`src/rtl/fpusqr_pkg.sv`:
```
// Shared types, opcode constants and helpers for the sqrt/divide issue sequencer.
package fpusqr_pkg;

    localparam int unsigned MASK_W = 4;
    localparam int unsigned OP_W   = 13;
    localparam int unsigned REG_W  = 9;
    localparam int unsigned II_W   = 10;
    localparam int unsigned CNT_W  = 6;

    // Sqrt/divide opcodes, same encodings as the fpoperations table
    localparam logic [OP_W-1:0] fop_sqrtS  = 13'h0C0;
    localparam logic [OP_W-1:0] fop_divS   = 13'h0C1;
    localparam logic [OP_W-1:0] fop_sqrtDL = 13'h0C4;
    localparam logic [OP_W-1:0] fop_sqrtDH = 13'h0C5;
    localparam logic [OP_W-1:0] fop_divDL  = 13'h0C6;
    localparam logic [OP_W-1:0] fop_divDH  = 13'h0C7;

    typedef enum logic [1:0] {
        IDLE,
        RUN,
        WB
    } state_e;

    typedef struct packed {
        logic [MASK_W-1:0] mask;
        logic [OP_W-1:0]   op;
        logic [REG_W-1:0]  regno;
        logic [II_W-1:0]   ii;
    } op_rec_t;

    function automatic logic is_double(input logic [OP_W-1:0] op);
        case (op)
            fop_sqrtDL, fop_sqrtDH, fop_divDL, fop_divDH: return 1'b1;
            default:                                       return 1'b0;
        endcase
    endfunction

endpackage

```
`src/rtl/fun_fpusqr_sched_if.sv`:
```
// Issue-port, write-back and unit-start signals between the pipeline and the sequencer.
interface fun_fpusqr_sched_if;
    import fpusqr_pkg::*;

    logic              except;
    logic [MASK_W-1:0] u1_en;
    logic [OP_W-1:0]   u1_op;
    logic [REG_W-1:0]  u1_regNo;
    logic [II_W-1:0]   u1_II;
    logic              wb_busy;

    logic              sq_start;
    logic [OP_W-1:0]   sq_op;
    logic [MASK_W-1:0] fxFRT_pause;
    logic [MASK_W-1:0] fxFRT_alten;
    logic [MASK_W-1:0] outEn;
    logic [II_W-1:0]   outII;
    logic [OP_W-1:0]   outOp;
    logic [REG_W-1:0]  FUreg;
    logic              FUwen;

    modport master (
        output except, u1_en, u1_op, u1_regNo, u1_II, wb_busy,
        input  sq_start, sq_op, fxFRT_pause, fxFRT_alten,
               outEn, outII, outOp, FUreg, FUwen
    );

    modport slave (
        input  except, u1_en, u1_op, u1_regNo, u1_II, wb_busy,
        output sq_start, sq_op, fxFRT_pause, fxFRT_alten,
               outEn, outII, outOp, FUreg, FUwen
    );

endinterface

```
`src/rtl/fpusqr_lat_cnt.sv`:
```
// Latency down-counter: load takes priority, otherwise decrements and holds at zero.
module fpusqr_lat_cnt
    import fpusqr_pkg::*;
(
    input  logic             clk,
    input  logic             rst,
    input  logic             load,
    input  logic [CNT_W-1:0] load_val,
    input  logic             dec,
    output logic             zero_c
);

    logic [CNT_W-1:0] cnt_q;
    logic [CNT_W-1:0] cnt_d;

    always_comb begin
        cnt_d = cnt_q;
        if (load) begin
            cnt_d = load_val;
        end else if (dec && (cnt_q != '0)) begin
            cnt_d = cnt_q - CNT_W'(1);
        end
    end

    always_ff @(posedge clk) begin
        if (rst) begin
            cnt_q <= '0;
        end else begin
            cnt_q <= cnt_d;
        end
    end

    assign zero_c = (cnt_q == '0);

endmodule

```
`src/rtl/fun_fpusqr_sched.sv`:
```
// Issue-side sequencer for the shared iterative sqrt/divide unit: start, latency count,
// alternate write-back claim and a one-entry pending slot for the op racing the pause.
module fun_fpusqr_sched
    import fpusqr_pkg::*;
#(
    parameter int unsigned LAT_S = 14,
    parameter int unsigned LAT_D = 28
) (
    input  logic               clk,
    input  logic               rst,
    fun_fpusqr_sched_if.slave  io
);

    state_e            state_q, state_d;
    op_rec_t           op_q, op_d;
    op_rec_t           pend_q, pend_d;
    logic              pend_vld_q, pend_vld_d;
    logic              sq_start_q, sq_start_d;
    logic [OP_W-1:0]   sq_op_q, sq_op_d;
    logic [MASK_W-1:0] pause_q, pause_d;
    logic [MASK_W-1:0] wb_mask_q, wb_mask_d;
    logic [II_W-1:0]   outii_q, outii_d;
    logic [OP_W-1:0]   outop_q, outop_d;
    logic [REG_W-1:0]  fureg_q, fureg_d;
    logic              fuwen_q, fuwen_d;

    logic              in_vld_c;
    op_rec_t           in_rec_c;
    op_rec_t           start_rec_c;
    logic              start_slot_c;
    logic              fire_c;
    logic              pend_ovf_c;
    logic              cnt_load_c;
    logic [CNT_W-1:0]  cnt_val_c;
    logic              cnt_zero_c;

    fpusqr_lat_cnt u_lat_cnt (
        .clk      (clk),
        .rst      (rst),
        .load     (cnt_load_c),
        .load_val (cnt_val_c),
        .dec      (state_q == RUN),
        .zero_c   (cnt_zero_c)
    );

    // Outputs are registered, so wb_busy is looked at one cycle ahead of the write-back slot
    always_comb begin
        state_d      = state_q;
        op_d         = op_q;
        pend_d       = pend_q;
        pend_vld_d   = pend_vld_q;
        sq_start_d   = 1'b0;
        sq_op_d      = '0;
        wb_mask_d    = '0;
        outii_d      = '0;
        outop_d      = '0;
        fureg_d      = '0;
        fuwen_d      = 1'b0;
        start_slot_c = 1'b0;
        fire_c       = 1'b0;
        pend_ovf_c   = 1'b0;
        cnt_load_c   = 1'b0;
        cnt_val_c    = '0;

        in_vld_c    = (|io.u1_en) && !io.except;
        in_rec_c    = '{mask: io.u1_en, op: io.u1_op, regno: io.u1_regNo, ii: io.u1_II};
        start_rec_c = pend_vld_q ? pend_q : in_rec_c;

        if (io.except) begin
            state_d    = IDLE;
            pend_vld_d = 1'b0;
        end else begin
            unique case (state_q)
                IDLE: start_slot_c = 1'b1;
                RUN: begin
                    if (cnt_zero_c) begin
                        state_d = WB;
                        fire_c  = !io.wb_busy;
                    end
                end
                WB: begin
                    if (fuwen_q) begin
                        start_slot_c = 1'b1;
                    end else begin
                        fire_c = !io.wb_busy;
                    end
                end
                default: state_d = IDLE;
            endcase

            // The cycle a write-back is visible doubles as an idle slot so back-to-back ops lose nothing
            if (start_slot_c) begin
                state_d    = IDLE;
                pend_vld_d = 1'b0;
                pend_ovf_c = pend_vld_q && in_vld_c;
                if (pend_vld_q || in_vld_c) begin
                    op_d       = start_rec_c;
                    sq_start_d = 1'b1;
                    sq_op_d    = start_rec_c.op;
                    cnt_load_c = 1'b1;
                    cnt_val_c  = is_double(start_rec_c.op) ? CNT_W'(LAT_D - 1) : CNT_W'(LAT_S - 1);
                    state_d    = RUN;
                end
            end else if (in_vld_c) begin
                if (pend_vld_q) begin
                    pend_ovf_c = 1'b1;
                end else begin
                    pend_d     = in_rec_c;
                    pend_vld_d = 1'b1;
                end
            end

            if (fire_c) begin
                fuwen_d   = 1'b1;
                wb_mask_d = op_q.mask;
                outii_d   = op_q.ii;
                outop_d   = op_q.op;
                fureg_d   = op_q.regno;
            end
        end

        pause_d = ((state_d != IDLE) || pend_vld_d) ? 4'hF : 4'h0;
    end

    always_ff @(posedge clk) begin
        if (rst) begin
            state_q    <= IDLE;
            op_q       <= '0;
            pend_q     <= '0;
            pend_vld_q <= 1'b0;
            sq_start_q <= 1'b0;
            sq_op_q    <= '0;
            pause_q    <= '0;
            wb_mask_q  <= '0;
            outii_q    <= '0;
            outop_q    <= '0;
            fureg_q    <= '0;
            fuwen_q    <= 1'b0;
        end else begin
            state_q    <= state_d;
            op_q       <= op_d;
            pend_q     <= pend_d;
            pend_vld_q <= pend_vld_d;
            sq_start_q <= sq_start_d;
            sq_op_q    <= sq_op_d;
            pause_q    <= pause_d;
            wb_mask_q  <= wb_mask_d;
            outii_q    <= outii_d;
            outop_q    <= outop_d;
            fureg_q    <= fureg_d;
            fuwen_q    <= fuwen_d;
        end
    end

    // Issuing into a full pending slot is an issue-side protocol error; the op is dropped
    pend_ovf_a: assert property (@(posedge clk) disable iff (rst) !pend_ovf_c);

    assign io.sq_start    = sq_start_q;
    assign io.sq_op       = sq_op_q;
    assign io.fxFRT_pause = pause_q;
    assign io.fxFRT_alten = wb_mask_q;
    assign io.outEn       = wb_mask_q;
    assign io.outII       = outii_q;
    assign io.outOp       = outop_q;
    assign io.FUreg       = fureg_q;
    assign io.FUwen       = fuwen_q;

endmodule

```
`src/flat_wrapper.sv`:
```
// flat-port wrapper written by rule: the top's interface ports become plain ports
module fun_fpusqr_sched_flat import fpusqr_pkg::*;
#(
    parameter int unsigned LAT_S = 14,
    parameter int unsigned LAT_D = 28
)
  (clk, rst, io_except, io_u1_en, io_u1_op, io_u1_regNo, io_u1_II, io_wb_busy, io_sq_start, io_sq_op, io_fxFRT_pause, io_fxFRT_alten, io_outEn, io_outII, io_outOp, io_FUreg, io_FUwen);
  fun_fpusqr_sched_if io_i ();
  input  logic clk;
  input  logic rst;
  input wire logic [$bits(io_i.except)-1:0] io_except;
  input wire logic [$bits(io_i.u1_en)-1:0] io_u1_en;
  input wire logic [$bits(io_i.u1_op)-1:0] io_u1_op;
  input wire logic [$bits(io_i.u1_regNo)-1:0] io_u1_regNo;
  input wire logic [$bits(io_i.u1_II)-1:0] io_u1_II;
  input wire logic [$bits(io_i.wb_busy)-1:0] io_wb_busy;
  output wire logic [$bits(io_i.sq_start)-1:0] io_sq_start;
  output wire logic [$bits(io_i.sq_op)-1:0] io_sq_op;
  output wire logic [$bits(io_i.fxFRT_pause)-1:0] io_fxFRT_pause;
  output wire logic [$bits(io_i.fxFRT_alten)-1:0] io_fxFRT_alten;
  output wire logic [$bits(io_i.outEn)-1:0] io_outEn;
  output wire logic [$bits(io_i.outII)-1:0] io_outII;
  output wire logic [$bits(io_i.outOp)-1:0] io_outOp;
  output wire logic [$bits(io_i.FUreg)-1:0] io_FUreg;
  output wire logic [$bits(io_i.FUwen)-1:0] io_FUwen;
  assign io_i.except = io_except;
  assign io_i.u1_en = io_u1_en;
  assign io_i.u1_op = io_u1_op;
  assign io_i.u1_regNo = io_u1_regNo;
  assign io_i.u1_II = io_u1_II;
  assign io_i.wb_busy = io_wb_busy;
  assign io_sq_start = io_i.sq_start;
  assign io_sq_op = io_i.sq_op;
  assign io_fxFRT_pause = io_i.fxFRT_pause;
  assign io_fxFRT_alten = io_i.fxFRT_alten;
  assign io_outEn = io_i.outEn;
  assign io_outII = io_i.outII;
  assign io_outOp = io_i.outOp;
  assign io_FUreg = io_i.FUreg;
  assign io_FUwen = io_i.FUwen;
  fun_fpusqr_sched #(.LAT_S(LAT_S), .LAT_D(LAT_D)) u_core (.clk(clk), .rst(rst), .io(io_i));
endmodule
```
`config.mk`:
```
export PLATFORM = sky130hd
export DESIGN_NAME = fun_fpusqr_sched_flat
export DESIGN_NICKNAME = d
export VERILOG_FILES = /design/src/rtl/fpusqr_pkg.sv /design/src/rtl/fun_fpusqr_sched_if.sv /design/src/rtl/fpusqr_lat_cnt.sv /design/src/rtl/fun_fpusqr_sched.sv /design/src/flat_wrapper.sv
export SDC_FILE = /design/constraint.sdc
export NUM_CORES = 1
export LEC_CHECK = 0
export BUFFER_PORTS_ARGS = -buffer_cell sky130_fd_sc_hd__buf_4
export CAP_MARGIN = 20
export CORE_ASPECT_RATIO = 1.25
export CORE_MARGIN = 3
export CORE_UTILIZATION = 30
export DETAILED_ROUTE_END_ITERATION = 10
export PLACE_DENSITY = 0.57
export RECOVER_POWER = 50
export SLEW_MARGIN = 5
export SYNTH_ARGS = -nofsm -noshare
export SYNTH_HDL_FRONTEND = slang
export SYNTH_SLANG_ARGS = --single-unit
```
`constraint.sdc`:
```
create_clock -name clk -period 3.5 [get_ports clk]
set_clock_uncertainty 0.2 [all_clocks]
set_input_delay 0.35 -clock clk [delete_from_list [all_inputs] [get_ports clk]]
set_output_delay 0.35 -clock clk [all_outputs]
set_load 0.01 [all_outputs]
```
==> results of run 1 <==
[metrics by stage]
stage / cells / setup slack (ps)
after floorplan: 467 / 1470
after global placement: 747 / 837
after detailed placement: 747 / 757
after CTS: 803 / 732
after global routing: 804 / 341
final: 804 / 579
[metal layers]
metal,global-route usage,wire (µm)
met1,0.160,5240
met2,0.243,5950
met3,0.0314,379
met4,0.0481,142
met5,0,0
[flip-flops by register name, summed over array words and instances (netlist names)]
signal / cells
u_core.io.FUreg: 9
u_core.op_q: 36
u_core.pend_q: 36
u_core.io.sq_start: 1
u_core.io.FUwen: 1
u_core.u_lat_cnt.cnt_q: 6
u_core.state_q: 2
u_core.io.fxFRT_pause: 1
u_core.io.sq_op: 13
u_core.io.outII: 10
u_core.io.outOp: 13
u_core.pend_vld_q: 1
u_core.io.fxFRT_alten: 4
[area by class of cell]
cell class	count	area (µm²)	share of cell area
flip-flops and latches	133	2660	0.425
repair buffers	129	798	0.127
well taps	212	265	0.0423
clock inverters	10	121	0.0194
inverters	9	33.8	0.00539
clock buffers	22	484	0.0772
multi-input cells	289	1900	0.303
[cells by family (layout without fill, tap and decap cells)]
group / after synthesis / after routing
buffers and inverters: 45 / 170
xor gates and xnor gates: 1 / 1
and+or+nand+nor: 151 / 151
muxes: 38 / 38
DFF: 133 / 133
adders and majority gates: 5 / 5
AOI/OAI and AO/OA: 94 / 94
[layout by cell type (no fill, tap or decap), drive strengths merged, types with 10 or more instances in the layout]
master and n:
buf 42, inv 10, dfxtp 133, nand2 75, clkbuf 85, mux2i 38
nor2 19, and2 36, o2bb2ai 37, a21oi 39, dlygate4sd3 24
[final timing paths]
path         slack, ps            endpoint                      start  cells after the start
max                580  u_core.io.sq_op[0]                io_u1_en[0]                      7
min                 20   u_core.pend_q[31]               io_u1_op[12]                      3
max reg2reg        650  u_core.io.FUreg[8]  u_core.u_lat_cnt.cnt_q[2]                      5
min reg2reg        250     u_core.op_q[12]            u_core.op_q[12]                      1
[power breakdown]
part / internal, mW / switching, mW
logic: 0.109 / 0.134
clock network: 1.13 / 0.651
registers: 1.57 / 0.0320
total: 2.81 / 0.817
[worst min-delay path: stages]
cell and delay (ps):
buf_4 120, nand2_1 50, a21oi_1 50
==> metrics, run 1 <==
vias per cell=4.55; largest net degree at the start of global routing=43; post-synthesis xor/xnor area fraction=0.00182; Setup TNS Final=0 ps; worst-path fanout max=22; Mean Syn Cell Area=10.3 µm²; Cells after Synth=467; Clock Path Buffers=2; n_diodes=0; Pwr Density=578 mW/mm²; GR Util All Layers=0.136; CTS sink cnt=133; final WL=11.7 mm; setup bufs post-CTS=0; Final Cell Area=0.00627 mm²; Peak Freq=342 MHz; 1st-iter DRT viols=162; htree depth=4; worst skew pair latency=410 ps; Post-synth EDFFs=0; # resized after CTS=0; Via Count=3,656; final antenna-violating net count=0; Slew @ Worst Pin=1020 ps; num ports=99; Clock transition at path regs=50 ps; share of cells above drive strength 1=0.166; Die X=119 µm; drt wl/cell=14.6 µm; CP dominant cell by count=clkbuf_1; clk root buf=clkbuf_16; area of the mapped netlist=0.00481 mm²; Top delay family on crit path=buffers and inverters; Synth Register Bits=133; Static Leak=2.26 nW; Post-DP HPWL=7.60 mm; post-synth top area cell=dfxtp_1; Fin. Hold Viols=0; Yosys cell types=41; GP Congestion=0.829; top-count cell post-synth=dfxtp_1; CP arrival=2970 ps; Tmin final=2920 ps; Core ar.=0.0156 mm²; main combinational cell family by area after synthesis=simple AND/OR/NAND/NOR gates; syn_nets=512; Area growth syn-to-layout=30.3%; Hold Path Class=input pin to register; top_reg_cell synth=dfxtp_1; critical path class=input pin to register; DIE AREA=0.0176 mm²; Req. time, crit path=3550 ps; CTS tree=built; Critical Path Sink Type=register; hold_buf cts=24; final core occ=0.401; TritonCTS buffer count=17; Rel. slew slack=0.318; max-slew violation count=0; vias in the first global route=3,759; Die H=148 µm; Adder-Cell Fraction of Synth Area=0.0130; slowest CP cell=clkbuf_1; # DRC=0; Hold Slack=15.3 ps; Compound-Gate Fraction of Synth Area=0.136; Detailed Routing Iterations Pass 1=4; largest stage delay on the critical path=830 ps; initial antenna violation count=0; RSZ-0062 raised after global routing=no; # fillers=1,561; CP Buf/Inv Count=3; CP Launch Type=input pin; Async SR Flop Fraction=0; Starting Density=0.308; Simple-Gate Fraction of Synth Area=0.165; Placed Area=0.00567 mm²; total chip power=3.62 mW; Synth top area share=0.554; mux share of post-synthesis cell area=0.0791; part of the cycle the worst path needs=0.835; FP Rows=51; total of max-cap violations=0; maximum VDD drop=0.000258 V; Final setup viols=0; top cells by area, synth=dfxtp_1 (55%), mux2i_1 (7.9%), o2bb2ai_1 (6.7%), nand2_1 (5.9%), a21oi_1 (4.1%); first-pass GRT wire length=19.1 mm; Seq/Total Area, Yosys=0.554; critical-path cell list=dlygate4sd3_1, clkbuf_1, nor4_4, nand2_1, nand3_1, clkbuf_1, nor2_1; port buffer count=98; commonest cells in the netlist=dfxtp_1 (133), nand2_1 (75), a21oi_1 (39); status=completed; nets=624; GRT overflow=0; Yosys warnings=0
(Power assumes the default switching activity.)
==> run 2: changes to the inputs <==
==> constraint.sdc (replaced) <==
create_clock -name clk -period 3.05 [get_ports clk]
set_clock_uncertainty 0.2 [all_clocks]
set_input_delay 0.305 -clock clk [delete_from_list [all_inputs] [get_ports clk]]
set_output_delay 0.305 -clock clk [all_outputs]
set_load 0.01 [all_outputs]
==> run 2 against run 1 <==
  * Sequential power grew 15%
  * Largest cell class unchanged
  * Hold slack gained 90 ps
  * Worst setup slack gained 56 ps
  * Largest power group unchanged
==> metrics, run 2 (synthesis gave the netlist of run 1 again) <==
status=completed; max-slew violation count=0; Die H=148 µm; vias per cell=4.50; Final Cell Area=0.00646 mm²; CTS sink cnt=133; Post-DP HPWL=7.73 mm; Req. time, crit path=3150 ps; htree depth=4; # DRC=0; clk root buf=clkbuf_16; Die X=119 µm; final WL=11.7 mm; Slew @ Worst Pin=753 ps; initial antenna violation count=0; largest stage delay on the critical path=650 ps; worst-path fanout max=22; 1st-iter DRT viols=144; Final setup viols=0; TritonCTS buffer count=17; CTS tree=built; port buffer count=98; Fin. Hold Viols=0; critical path class=register to register; share of cells above drive strength 1=0.172; Via Count=3,678; maximum VDD drop=0.000332 V; total chip power=4.29 mW; num ports=99; final cell count without fillers=818; GR Util All Layers=0.139; vias in the first global route=3,902; Core ar.=0.0156 mm²; Clock Path Buffers=2; GRT overflow=0; Rel. slew slack=0.495; Critical Path Sink Type=register; FP Rows=51; first-pass GRT wire length=19.6 mm; GP Congestion=0.815; DIE AREA=0.0176 mm²; nets=639; slowest CP cell=a211oi_1; Area growth syn-to-layout=34.3%; worst skew pair latency=410 ps; largest registers=u_core.op_q: 36 flops, u_core.pend_q: 36 flops; part of the cycle the worst path needs=0.792; Hold Path Class=input pin to register; total of max-cap violations=0; CP Launch Type=register; Placed Area=0.00570 mm²; Clock transition at path regs=50 ps; n_diodes=0; Static Leak=2.36 nW; final antenna-violating net count=0; Setup TNS Final=0 ps; CP arrival=2510 ps; largest net degree at the start of global routing=53; critical-path cell list=inv_1, ha_1, a21oi_1, a211oi_1, nor2_4, buf_4, a22o_1; Pwr Density=664 mW/mm²; most common cell after layout, fill and taps aside=dfxtp_1; RSZ-0062 raised after global routing=no; placed cells=751; Tmin final=2420 ps; Detailed Routing Iterations Pass 1=4; drt wl/cell=14.3 µm; Peak Freq=414 MHz; Reg2Reg Setup Slack=630 ps; Starting Density=0.308; most frequent cells in the layout=dfxtp_1 (132), nand2_1 (75), clkbuf_1 (59)
==> run 2: cell count changes in the layout (fill, tap and decap cells not counted), moves of 2 or more <==
cell	before	now
dlygate4sd3_1	24	36
and2_0	0	8
and2_1	20	12
buf_4	41	48
clkbuf_1	62	59
clkinvlp_4	4	1
bufinv_16	2	4
clkbuf_8	4	2
clkinv_2	1	3
==> run 2: worst max-delay path: cells and delay by family (launching register included) <==
kind	cells	cell delay, ps
buf+inv	2	410
fa+ha+maj	1	230
flops	1	340
compound gates	3	970
simple gates	1	160
==> run 2: report_power, final <==
part           internal (mW)  switching, mW  total [mW]
combinational          0.141          0.156       0.297
clock                   1.41          0.740        2.15
sequential              1.80         0.0381        1.84
==> run 2: timing repair <==
item	4_1_cts	5_1_grt
endpoints found under the setup margin	0	0
hold endpoints to repair	55	0
setup buffers	0	0
resized for setup	0	0
hold buffers	36	0
==> run 2: final timing paths <==
path / cells past startpoint / from / end
hold / removal: 4 / io_except / u_core.u_lat_cnt.cnt_q[3]
hold reg to reg: 1 / u_core.op_q[35] / u_core.op_q[35]
setup reg to reg: 7 / u_core.state_q[0] / u_core.u_lat_cnt.cnt_q[1]
setup / recovery: 7 / u_core.state_q[0] / u_core.u_lat_cnt.cnt_q[1]
==> run 2: routing by layer <==
layer	routed length [µm]	part of all wire	global-route usage
met4	165	0.014	0.0551
met5	0	0	0
met2	6040	0.52	0.241
met1	5110	0.44	0.168
met3	393	0.034	0.0310
==> run 2: final cells by class <==
class                           count  area (µm²)
Multi-Input combinational cell    289        1920
Clock inverter                     12         178
Timing Repair Buffer              144         947
Clock buffer                       19         453
Fill cell                        1580        9180
Sequential cell                   133        2660
Tap cell                          212         265
Inverter                            9        33.8
==> run 2: per-stage QoR <==
stage	worst slack [ps]	hold WS [ps]	utilization
after global placement	744	240	0.364
after floorplan	1020	224	-
after CTS	594	88.5	0.428
final	635	105	0.413
after global routing	412	139	0.413
after detailed placement	612	239	0.364
